<file path="config.mk">
export PLATFORM = sky130hd
export DESIGN_NAME = period_meter_flat
export DESIGN_NICKNAME = d
export VERILOG_FILES = /design/src/rtl/period_meter_if.sv /design/src/rtl/period_meter.sv /design/src/flat_wrapper.sv
export SDC_FILE = /design/constraint.sdc
export NUM_CORES = 1
export LEC_CHECK = 0
export CORE_UTILIZATION = 35
export CTS_BUF_LIST = sky130_fd_sc_hd__clkbuf_8 sky130_fd_sc_hd__clkbuf_16
export DETAILED_ROUTE_END_ITERATION = 16
export PLACE_DENSITY_LB_ADDON = 0.25
export SKIP_CTS_REPAIR_TIMING = 1
export SYNTH_ARGS = -nofsm -noshare
export SYNTH_HDL_FRONTEND = slang
export SYNTH_SLANG_ARGS = --single-unit
</file>
<file path="constraint.sdc">
create_clock -name clk -period 2.5 [get_ports clk]
set_input_delay 0.75 -clock clk [delete_from_list [all_inputs] [get_ports clk]]
set_output_delay 0.75 -clock clk [all_outputs]
set_load 0.03 [all_outputs]
</file>
<file path="src/rtl/period_meter_if.sv">
// Signal bundle between a period_meter and whatever drives/reads it.
// The slave modport is the meter's view; the master modport is the source/readout side.
interface period_meter_if #(
  parameter int WIDTH = 10
);
  logic             enable_n;
  logic             sig_in;
  logic [WIDTH-1:0] period;
  logic [WIDTH-1:0] high_time;
  logic             valid;
  logic             overflow;

  modport master (
    output enable_n, sig_in,
    input  period, high_time, valid, overflow
  );

  modport slave (
    input  enable_n, sig_in,
    output period, high_time, valid, overflow
  );
endinterface

</file>
<file path="src/rtl/period_meter.sv">
// Measures period and high time of a slow asynchronous square wave in clk cycles,
// reporting one saturating result per full cycle of the wave.
module period_meter #(
  parameter int WIDTH       = 10,
  parameter int SYNC_STAGES = 2
) (
  input  logic          clk,
  input  logic          reset,
  period_meter_if.slave bus
);

  typedef enum logic [1:0] {
    ST_IDLE,
    ST_ARM,
    ST_MEASURE
  } state_t;

  localparam logic [WIDTH-1:0] MAX_CNT = '1;
  localparam logic [WIDTH-1:0] ONE     = WIDTH'(1);

  state_t r_state;
  state_t w_state_next;

  logic [SYNC_STAGES-1:0] r_sync;
  logic                   r_s_d;
  logic                   w_s;
  logic                   w_rise;

  logic [WIDTH-1:0] r_cnt;
  logic [WIDTH-1:0] r_hi_cnt;
  logic             r_sat;

  logic [WIDTH-1:0] r_period;
  logic [WIDTH-1:0] r_high_time;
  logic             r_overflow;
  logic             r_valid;

  logic w_start;
  logic w_capture;

  // Synchronizer runs regardless of enable so a stale level never looks like a fresh edge.
  // NOTE: sequential state uses non-blocking (<=) so every flop samples pre-edge values.
  always_ff @(posedge clk or posedge reset) begin
    if (reset) begin
      r_sync <= '0;
      r_s_d  <= 1'b0;
    end else begin
      r_sync <= {r_sync[SYNC_STAGES-2:0], bus.sig_in};
      r_s_d  <= r_sync[SYNC_STAGES-1];
    end
  end

  assign w_s    = r_sync[SYNC_STAGES-1];
  assign w_rise = w_s & ~r_s_d;

  always_ff @(posedge clk or posedge reset) begin
    if (reset) begin
      r_state <= ST_IDLE;
    end else begin
      r_state <= w_state_next;
    end
  end

  // Disable overrides everything, including a rise in the same cycle.
  always_comb begin
    // NOTE: defaults first so no path through this block leaves a variable unassigned (no latch).
    w_state_next = r_state;
    w_start      = 1'b0;
    w_capture    = 1'b0;
    if (bus.enable_n) begin
      w_state_next = ST_IDLE;
    end else begin
      case (r_state)
        ST_IDLE: w_state_next = ST_ARM;
        ST_ARM: begin
          if (w_rise) begin
            w_state_next = ST_MEASURE;
            w_start      = 1'b1;
          end
        end
        ST_MEASURE: begin
          w_capture = w_rise;
        end
        default: w_state_next = ST_IDLE;
      endcase
    end
  end

  always_ff @(posedge clk or posedge reset) begin
    if (reset) begin
      r_cnt    <= '0;
      r_hi_cnt <= '0;
      r_sat    <= 1'b0;
    end else if (bus.enable_n || r_state == ST_IDLE) begin
      r_cnt    <= '0;
      r_hi_cnt <= '0;
      r_sat    <= 1'b0;
    end else if (w_start || w_capture) begin
      // The rise cycle itself is the first cycle of the new period and is high.
      r_cnt    <= ONE;
      r_hi_cnt <= ONE;
      r_sat    <= 1'b0;
    end else if (r_state == ST_MEASURE) begin
      if (r_cnt == MAX_CNT) begin
        r_sat <= 1'b1;
      end else begin
        r_cnt <= r_cnt + ONE;
      end
      if (w_s && r_hi_cnt != MAX_CNT) begin
        r_hi_cnt <= r_hi_cnt + ONE;
      end
    end
  end

  // Results and valid update on the same edge, one cycle after the rise.
  always_ff @(posedge clk or posedge reset) begin
    if (reset) begin
      r_period    <= '0;
      r_high_time <= '0;
      r_overflow  <= 1'b0;
      r_valid     <= 1'b0;
    end else begin
      r_valid <= w_capture;
      if (w_capture) begin
        r_period    <= r_cnt;
        r_high_time <= r_hi_cnt;
        r_overflow  <= r_sat;
      end
    end
  end

  assign bus.period    = r_period;
  assign bus.high_time = r_high_time;
  assign bus.overflow  = r_overflow;
  assign bus.valid     = r_valid;

endmodule

</file>
<file path="src/flat_wrapper.sv">
// flat-port wrapper written by rule: the top's interface ports become plain ports
module period_meter_flat 
#(
  parameter int WIDTH       = 10,
  parameter int SYNC_STAGES = 2
)
  (clk, reset, bus_enable_n, bus_sig_in, bus_period, bus_high_time, bus_valid, bus_overflow);
  period_meter_if #(.WIDTH(WIDTH)) bus_i ();
  input  logic clk;
  input  logic reset;
  input wire logic [$bits(bus_i.enable_n)-1:0] bus_enable_n;
  input wire logic [$bits(bus_i.sig_in)-1:0] bus_sig_in;
  output wire logic [$bits(bus_i.period)-1:0] bus_period;
  output wire logic [$bits(bus_i.high_time)-1:0] bus_high_time;
  output wire logic [$bits(bus_i.valid)-1:0] bus_valid;
  output wire logic [$bits(bus_i.overflow)-1:0] bus_overflow;
  assign bus_i.enable_n = bus_enable_n;
  assign bus_i.sig_in = bus_sig_in;
  assign bus_period = bus_i.period;
  assign bus_high_time = bus_i.high_time;
  assign bus_valid = bus_i.valid;
  assign bus_overflow = bus_i.overflow;
  period_meter #(.WIDTH(WIDTH), .SYNC_STAGES(SYNC_STAGES)) u_core (.clk(clk), .reset(reset), .bus(bus_i));
endmodule
</file>
* Word level (Yosys, flattened, before mapping)
Index checks and enable logic that the tools add are counted.
W data, S select, Z words.
** Word-level totals
- Register bits after elaboration :: 48
- Output and inout port bits :: 22
- Bits of input ports :: 4
** Cells by class
- Reductions and logical operators :: 11
- Mux-type cells :: 20
- Bitwise operators :: 2
- Add/subtract/negate cells :: 2
- Equality and inequality tests :: 7
** Operators with widths (count)
- $mux W10 :: 8
- $add A10 B1 Y10 const B :: 2
- $eq A10 B10 Y1 const B :: 1
- $ne A10 B10 Y1 const B :: 1
- $mux W1 :: 9
- $reduce_bool A3 Y1 :: 3
- $reduce_and A2 Y1 :: 4
- $pmux W2 S3 :: 1
- $mux W2 :: 2
- $ne A3 B1 Y1 const B :: 1
- $ne A3 B2 Y1 const B :: 1
- $eq A2 B1 Y1 const B :: 1
- $eq A2 B2 Y1 const B :: 1
- $logic_not A2 Y1 :: 1
- $logic_or A1 B1 Y1 :: 2
- $ne A2 B2 Y1 const B :: 1
- $and A1 B1 Y1 :: 1
- $logic_and A1 B1 Y1 :: 1
- $not A1 Y1 :: 1

* Longest topological paths before layout
Gate-level depths: netlist of run 1.
- Depth in word-level cells :: 8
- Mapped depth :: 6

* Worst setup path after synthesis of run 1
No wires, ideal clock.
- Path kind :: register -> register
- Start point :: register u_core.r_state[0]
- End point :: register u_core.r_period[2] (netlist: u_core.bus.period[2])
- Stages on the path, launching flop included :: 6
- Arrival time :: 1490 ps
- Data required time :: 2372 ps
- Path slack :: 882 ps
- Library setup time :: 128 ps
- Cell sequence :: dfrtp_1 and2b_4 nand2_1 nor2_1 buf_4 mux2_1
** Between the ends
- Word-level cells in the longest chain between the ends :: 3
** RTL lines
- start: declaration :: RTL line period_meter.sv:21 : state_t r_state;
- start signal: assignment :: RTL line period_meter.sv:60 : r_state <= w_state_next;
- $eq A2 B2 Y1 :: RTL line period_meter.sv:73 : case (r_state)
- $mux W1 :: RTL line period_meter.sv:73
- $mux W1 :: RTL line period_meter.sv:70 : if (bus.enable_n) begin
- end signal: assignment :: RTL line period_meter.sv:125 : r_period <= r_cnt;
- end: declaration :: RTL line period_meter.sv:33 : logic [WIDTH-1:0] r_period;
Every way passes these cells.
A chain may end at the register's enable or synchronous reset.

* Final worst setup path of run 1
- Start point :: register u_core.r_period[0] (netlist: u_core.bus.period[0])
- End point :: output port bus_period[0]
** RTL lines
- end: declaration :: RTL line flat_wrapper.sv:13 : output wire logic [$bits(bus_i.period)-1:0] bus_period;
No word-level cell between the ends.

==> reports/results.ini, run 1 <==
[worst_hold_path]
min_to = u_core.r_sync[1]
holdPathStages = 0
worstHoldPathType = flip-flop to flip-flop
hp-start = u_core.r_sync[0]

[setup_path]
worstReg2RegEnd = u_core.r_cnt[0]
worstSetupPathType = flip-flop to primary output
path_buf_inv = 1
reg2reg_depth = 6
start_kind = flip-flop
slowest_stage = clkdlybuf4s50_1
slowest_delay_ps = 670
ff2ff_setup_slack_ps = 680
worstPathRequired_ps = 1750
endpoint_kind = primary output
worstPathCellList = clkdlybuf4s50_1
r2r_start = u_core.r_cnt[0]
path_max_fanout = 2
arrival_ps = 1310
crit_family = buffers and inverters

[yosys]
synthTopCellsByArea = dfrtp_1, mux2_1, a21oi_1
yosysTopAreaCell = dfrtp_1
synth_edf_count = 0
synth_compound_area_frac = 0.09850
synthAdderAreaFrac = 0.01152
ys_seq_area_frac = 0.5530
yosysWarnings = 0
synth-simple-area-share = 0.1803
syn_nets = 193
async_flop_share = 1.000
synth.distinct_cells = 39
synth_ff_type = dfrtp_1
synth_xor_area_frac = 0.004032
syn_area_per_cell_um2 = 11.62
syn_area_um2 = 2172
synth_top_family_by_area = simple AND/OR/NAND/NOR gates
syn-instance-count = 187
synth_mux_area_frac = 0.1227
synth_top_cell_area_share = 0.5530
synth-seq-cells = 48

[layout]
area_growth_pct = 21.49
drive_gt1_frac = 0.1045
nets = 225
finish.utilization = 0.4431
finish.instance_area_um2 = 2639
n_antenna_cell = 0

[global_route]
antenna_found_initial = 0
first_global_vias = 1454
grt_pass1_wl_um = 6900
grtUsageTotal = 0.1384
overflow = 0
grt_start_max_net_pins = 49

[sta]
clock.fmax_mhz = 484.3
max_slew_margin = 0.6011
post-route-period-util = 0.8259
rsz0062_at_grt = false
worstMarginPinSlew_ps = 593.9
finalSetupViolCount = 0
skew_ps = 8.140
slew_violations = 0
hold_ws_ps = 364.3
hold_viol_final = 0
setup_tns_ps = 0
min_period_ps = 2065

[power_and_ir_drop]
leakagePower_nw = 1.148
p_sw_frac = 0.2253
power.density_nw_per_um2 = 501.6
comb_power_share = 0.045
power_frac_clock = 0.357
net-switching-power_w = 0.0002983
intPower_w = 0.001025
finalPower_w = 0.001324
vdd_drop_max_mv = 0.2240
p_seq_frac = 0.598

[detailed_routing]
drc = 0
final_antenna_net_count = 0
avgRoutedWirePerCell_um = 13.28
drt-total-wl_um = 3917
first_iter_violations = 118
vias = 1549
drtPass1Iterations = 4
vias_per_cell = 5.251

[clocking]
clk_pin_slew_ps = 80
htree_levels = 2
cts_tree = built
clk_latency_ps = 300
cts.sinks = 48
cts_buffer_depth = 2
cts_buffers = 5
cts-root-buf = clkbuf_8

[place]
globalplace.congestion = 0.8123
placed_area_um2 = 2546
portBuffers = 25
hpwl_um = 2641

[floorplanning]
row_count = 28
die_area_um2 = 6525
core_um2 = 5956
die_w_um = 80.78
die_h_um = 80.78
initial_core_util = 0.3647
io_pins = 26

[status]
status = complete, no violations

[job]
drv_cap = 0

-- layout make-up --
type | instances | area (um^2)
Multi-Input combinational cell | 126 | 908.4
Fill cell | 579 | 3317
Clock inverter | 2 | 10.01
Tap cell | 75 | 93.84
Sequential cell | 48 | 1201
Clock buffer | 6 | 82.58
Timing Repair Buffer | 30 | 312.8
Inverter | 8 | 30.03
-- power by group through the flow --
stage	sequential (W)	combinational (W)	clock [W]
global route	0.000793	0.0000685	0.000520
CTS	0.000792	0.0000618	0.000489
global placement	0.000807	0.0000617	0
finish	0.000792	0.0000601	0.000472
detailed placement	0.000807	0.0000617	0
floorplan	0.000807	0.0000346	0
-- Yosys cell counts, types with 2 or more instances --
master / n
nand3_1: 6
mux2i_1: 3
o31a_1: 2
nand2_2: 2
and3_1: 2
nand3b_1: 2
nand2_1: 13
a21oi_1: 14
nor2_1: 7
inv_1: 8
nand4_1: 4
mux2_1: 21
ha_1: 2
and4_1: 2
o21ai_0: 5
nor3_1: 6
a211oi_1: 2
or4_1: 5
or3_1: 6
buf_4: 2
o31ai_1: 6
nand4_2: 2
dfrtp_1: 48
a31oi_1: 2
-- kinds of logic after synthesis --
family                     count (synthesis)
muxes                                     24
adders and majority gates                  2
and+or+nand+nor                           65
DFF                                       48
xor gates and xnor gates                   1
buffers and inverters                     13
AOI/OAI and AO/OA                         34
-- worst max-delay path by stage --
stage,startpoint,to,cells past startpoint
final,u_core.bus.period[0],bus_period[0],1
after global routing,u_core.bus.high_time[0],bus_high_time[0],1
after CTS,u_core.bus.period[0],bus_period[0],1
after detailed placement,bus_enable_n,u_core.bus.high_time[2],4
after global placement,bus_enable_n,u_core.bus.high_time[2],4
after floorplan,reset,u_core.bus.high_time[0],1
-- layer usage --
metal	wire (um)	global-route usage	up-vias
met5	0	0	-
met1	2041	0.1996	757
met2	1686	0.2051	29
met4	60	0.04464	0
li1	-	-	756
met3	128	0.03146	7
-- cell usage in the layout, fill, tap and decap left out, drive strengths merged --
master,instances
dfrtp,48
clkdlybuf4s50,25
mux2,21
nand2,15
a21oi,14
inv,8
nor2,7
nor3,7
nand4,7
nand3,6
o31ai,6
or3,6
clkbuf,6
o21ai,6
or4,5
buf,5
mux2i,3
and3,2
and4,2
a31oi,2
o31a,2
a211oi,2
nand3b,2
ha,2
clkinv,2
and2b,2
and2,1
o2111ai,1
xor2,1
a311oi,1
or2,1
nor4,1
nand2b,1
-- sequential cells by signal (all words and copies together), names as in the netlist --
name                  count
u_core.bus.high_time     10
u_core.bus.overflow       1
u_core.bus.period        10
u_core.bus.valid          1
u_core.r_cnt             10
u_core.r_hi_cnt          10
u_core.r_s_d              1
u_core.r_sat              1
u_core.r_state            2
u_core.r_sync             2
-- stage by stage --
step	std cells	worst slack (ps)
final	295	435.2
after global routing	295	370.7
after CTS	295	411.1
after detailed placement	287	338.2
after global placement	287	365.1
after floorplan	187	605.5
(Power assumes the default switching activity.)
==> inputs of run 2 (changes only) <==
==> constraint.sdc (replaced) <==
create_clock -name clk -period 1.68 [get_ports clk]
set_input_delay 0.504 -clock clk [delete_from_list [all_inputs] [get_ports clk]]
set_output_delay 0.504 -clock clk [all_outputs]
set_load 0.03 [all_outputs]
==> run 2 against run 1 <==
Against the previous run: hold slack got worse by 4.1 ps; setup slack got worse by 330 ps; core utilization rose by 4.9 points; cell area rose by 11%; sequential power rose by 48%; critical path type is now flip-flop to flip-flop; largest power group unchanged; highest routed layer unchanged.
==> reports/results.ini, run 2 (synthesis results as in run 1) <==
[status]
status = complete, no violations

[setup_path]
endpoint_kind = flip-flop
slowest_delay_ps = 490  ; -180 ps
start_kind = flip-flop
worstSetupPathType = flip-flop to flip-flop
worstPathCellList = and2b_4 -> nand4_4 -> or4_1 -> a21oi_1
worstPathRequired_ps = 1910  ; +160 ps
path_max_fanout = 8  ; +6
arrival_ps = 1800  ; +490 ps
cp-startpoint = u_core.r_state[0]
slowest_stage = or4_1
r2r_start = u_core.r_state[0]

[power_and_ir_drop]
vdd_drop_max_mv = 0.3669  ; +64%
leakagePower_nw = 1.719  ; +50%
power.density_nw_per_um2 = 826.2  ; +65%
finalPower_w = 0.002419  ; +83%

[clocking]
cts.sinks = 48  ; unchanged
clk_pin_slew_ps = 90  ; about the same
cts_buffers = 5  ; unchanged
clk_latency_ps = 300  ; about the same
htree_levels = 2  ; unchanged
cts-root-buf = clkbuf_8
cts_tree = built
cts_buffer_depth = 2  ; unchanged

[global_route]
antenna_found_initial = 0  ; unchanged
grt_pass1_wl_um = 7079  ; +2.6%
met2_usage = 0.2110  ; +0.005932
grt_most_used_layer = met2
met3_usage = 0.02697  ; -0.004494
first_global_vias = 1505  ; +3.5%
grtUsageTotal = 0.1420  ; +0.003615
grt_util_met1 = 0.2027  ; +0.003161
grt_start_max_net_pins = 49  ; unchanged
overflow = 0  ; unchanged

[detailed_routing]
drtPass1Iterations = 4  ; unchanged
final_antenna_net_count = 0  ; unchanged
drt-total-wl_um = 4137  ; +5.6%
drc = 0  ; unchanged
first_iter_violations = 92  ; -22%
avgRoutedWirePerCell_um = 13.05  ; -1.7%
vias_per_cell = 5.243  ; -0.15%
vias = 1662  ; +7.3%

[layout]
area_growth_pct = 34.79
fin_cells = 317  ; +7.5%
layout_commonest_cell = dfrtp_1
nFillCells = 559  ; -3.5%
final_cell_mix = dfrtp_1, buf_4, dlymetal6s2s_1
finish.utilization = 0.4916  ; +0.04853
nets = 247  ; +9.8%
drive_gt1_frac = 0.1901  ; +0.08554
n_antenna_cell = 0  ; unchanged

[place]
portBuffers = 25  ; unchanged
globalplace.congestion = 0.7944  ; -2.2%
dp_slack_ps = -79.59  ; -417.8 ps
dp.cells = 307  ; +7.0%
hpwl_um = 2864  ; +8.4%

[sta]
skew_ps = 5.700  ; -2.440 ps
min_period_ps = 1573
max_slew_margin = 0.7853  ; +0.1842
finalSetupViolCount = 0  ; unchanged
setup_ws_ps = 106.6  ; -328.6 ps
setup_tns_ps = 0  ; unchanged
slew_violations = 0  ; unchanged
rsz0062_at_grt = true
post-route-period-util = 0.9365
hold_viol_final = 0  ; unchanged
worstMarginPinSlew_ps = 321.1  ; -272.8 ps
clock.fmax_mhz = 635.6

[worst_hold_path]
worstHoldPathType = flip-flop to flip-flop
hp-start = u_core.r_sync[0]

[job]
drv_cap = 0  ; unchanged

[floorplanning]
core_um2 = 5956  ; unchanged
io_pins = 26  ; unchanged
die_h_um = 80.78  ; unchanged
die_w_um = 80.78  ; unchanged
initial_core_util = 0.3647  ; unchanged
die_area_um2 = 6525  ; unchanged
row_count = 28  ; unchanged

[run 2: final cells by class]
type | count | area (um^2) | share of cell area
clock buffers | 5 | 68.82 | 0.02350
clock inverters | 3 | 90.09 | 0.03077
inverters | 8 | 30.03 | 0.01026
multi-input cells | 126 | 914.6 | 0.3124
flip-flops and latches | 48 | 1202 | 0.4107
well taps | 75 | 93.84 | 0.03205
repair buffers | 52 | 528.0 | 0.1803
[run 2: through the flow]
step	instance area, um^2	hold slack [ps]
2_1_floorplan	2172	331.2
3_3_place_gp	2684	334.0
3_5_place_dp	2684	338.1
4_1_cts	2843	359.0
5_1_grt	2928	388.6
6_report	2928	360.3
[run 2: final timing paths]
| path | end | slack, ps | cells after the start |
|---|---|---|---|
| setup / recovery | u_core.r_cnt[5] | 110 | 4 |
| hold / removal | u_core.r_sync[1] | 360 | 0 |
| setup reg to reg | u_core.r_cnt[5] | 110 | 4 |
| hold reg to reg | u_core.r_sync[1] | 360 | 0 |
| max in group asynchronous | u_core.r_sync[1] | 900 | 3 |
| min in group asynchronous | u_core.r_hi_cnt[7] | 550 | 3 |
[run 2: worst max-delay path: cells and delay by family, from the launching register on]
family           cells  cell delay (ps)
AO/OA/AOI/OAI        1              150
flip-flops           1              380
AND/OR/NAND/NOR      3              970
[run 2: metal layers]
metal,wire (um),vias to the layer above
met2,1845,28
met4,79,0
met1,2039,823
met5,0,-
met3,173,7
li1,-,804
[run 2: power by group]
part	switching (W)	internal (W)	total, W	leakage [nW]
sequential	0.00000620	0.00117	0.00117	0.660
combinational	0.0000653	0.0000439	0.000109	0.981
clock	0.000395	0.000744	0.00114	0.0784
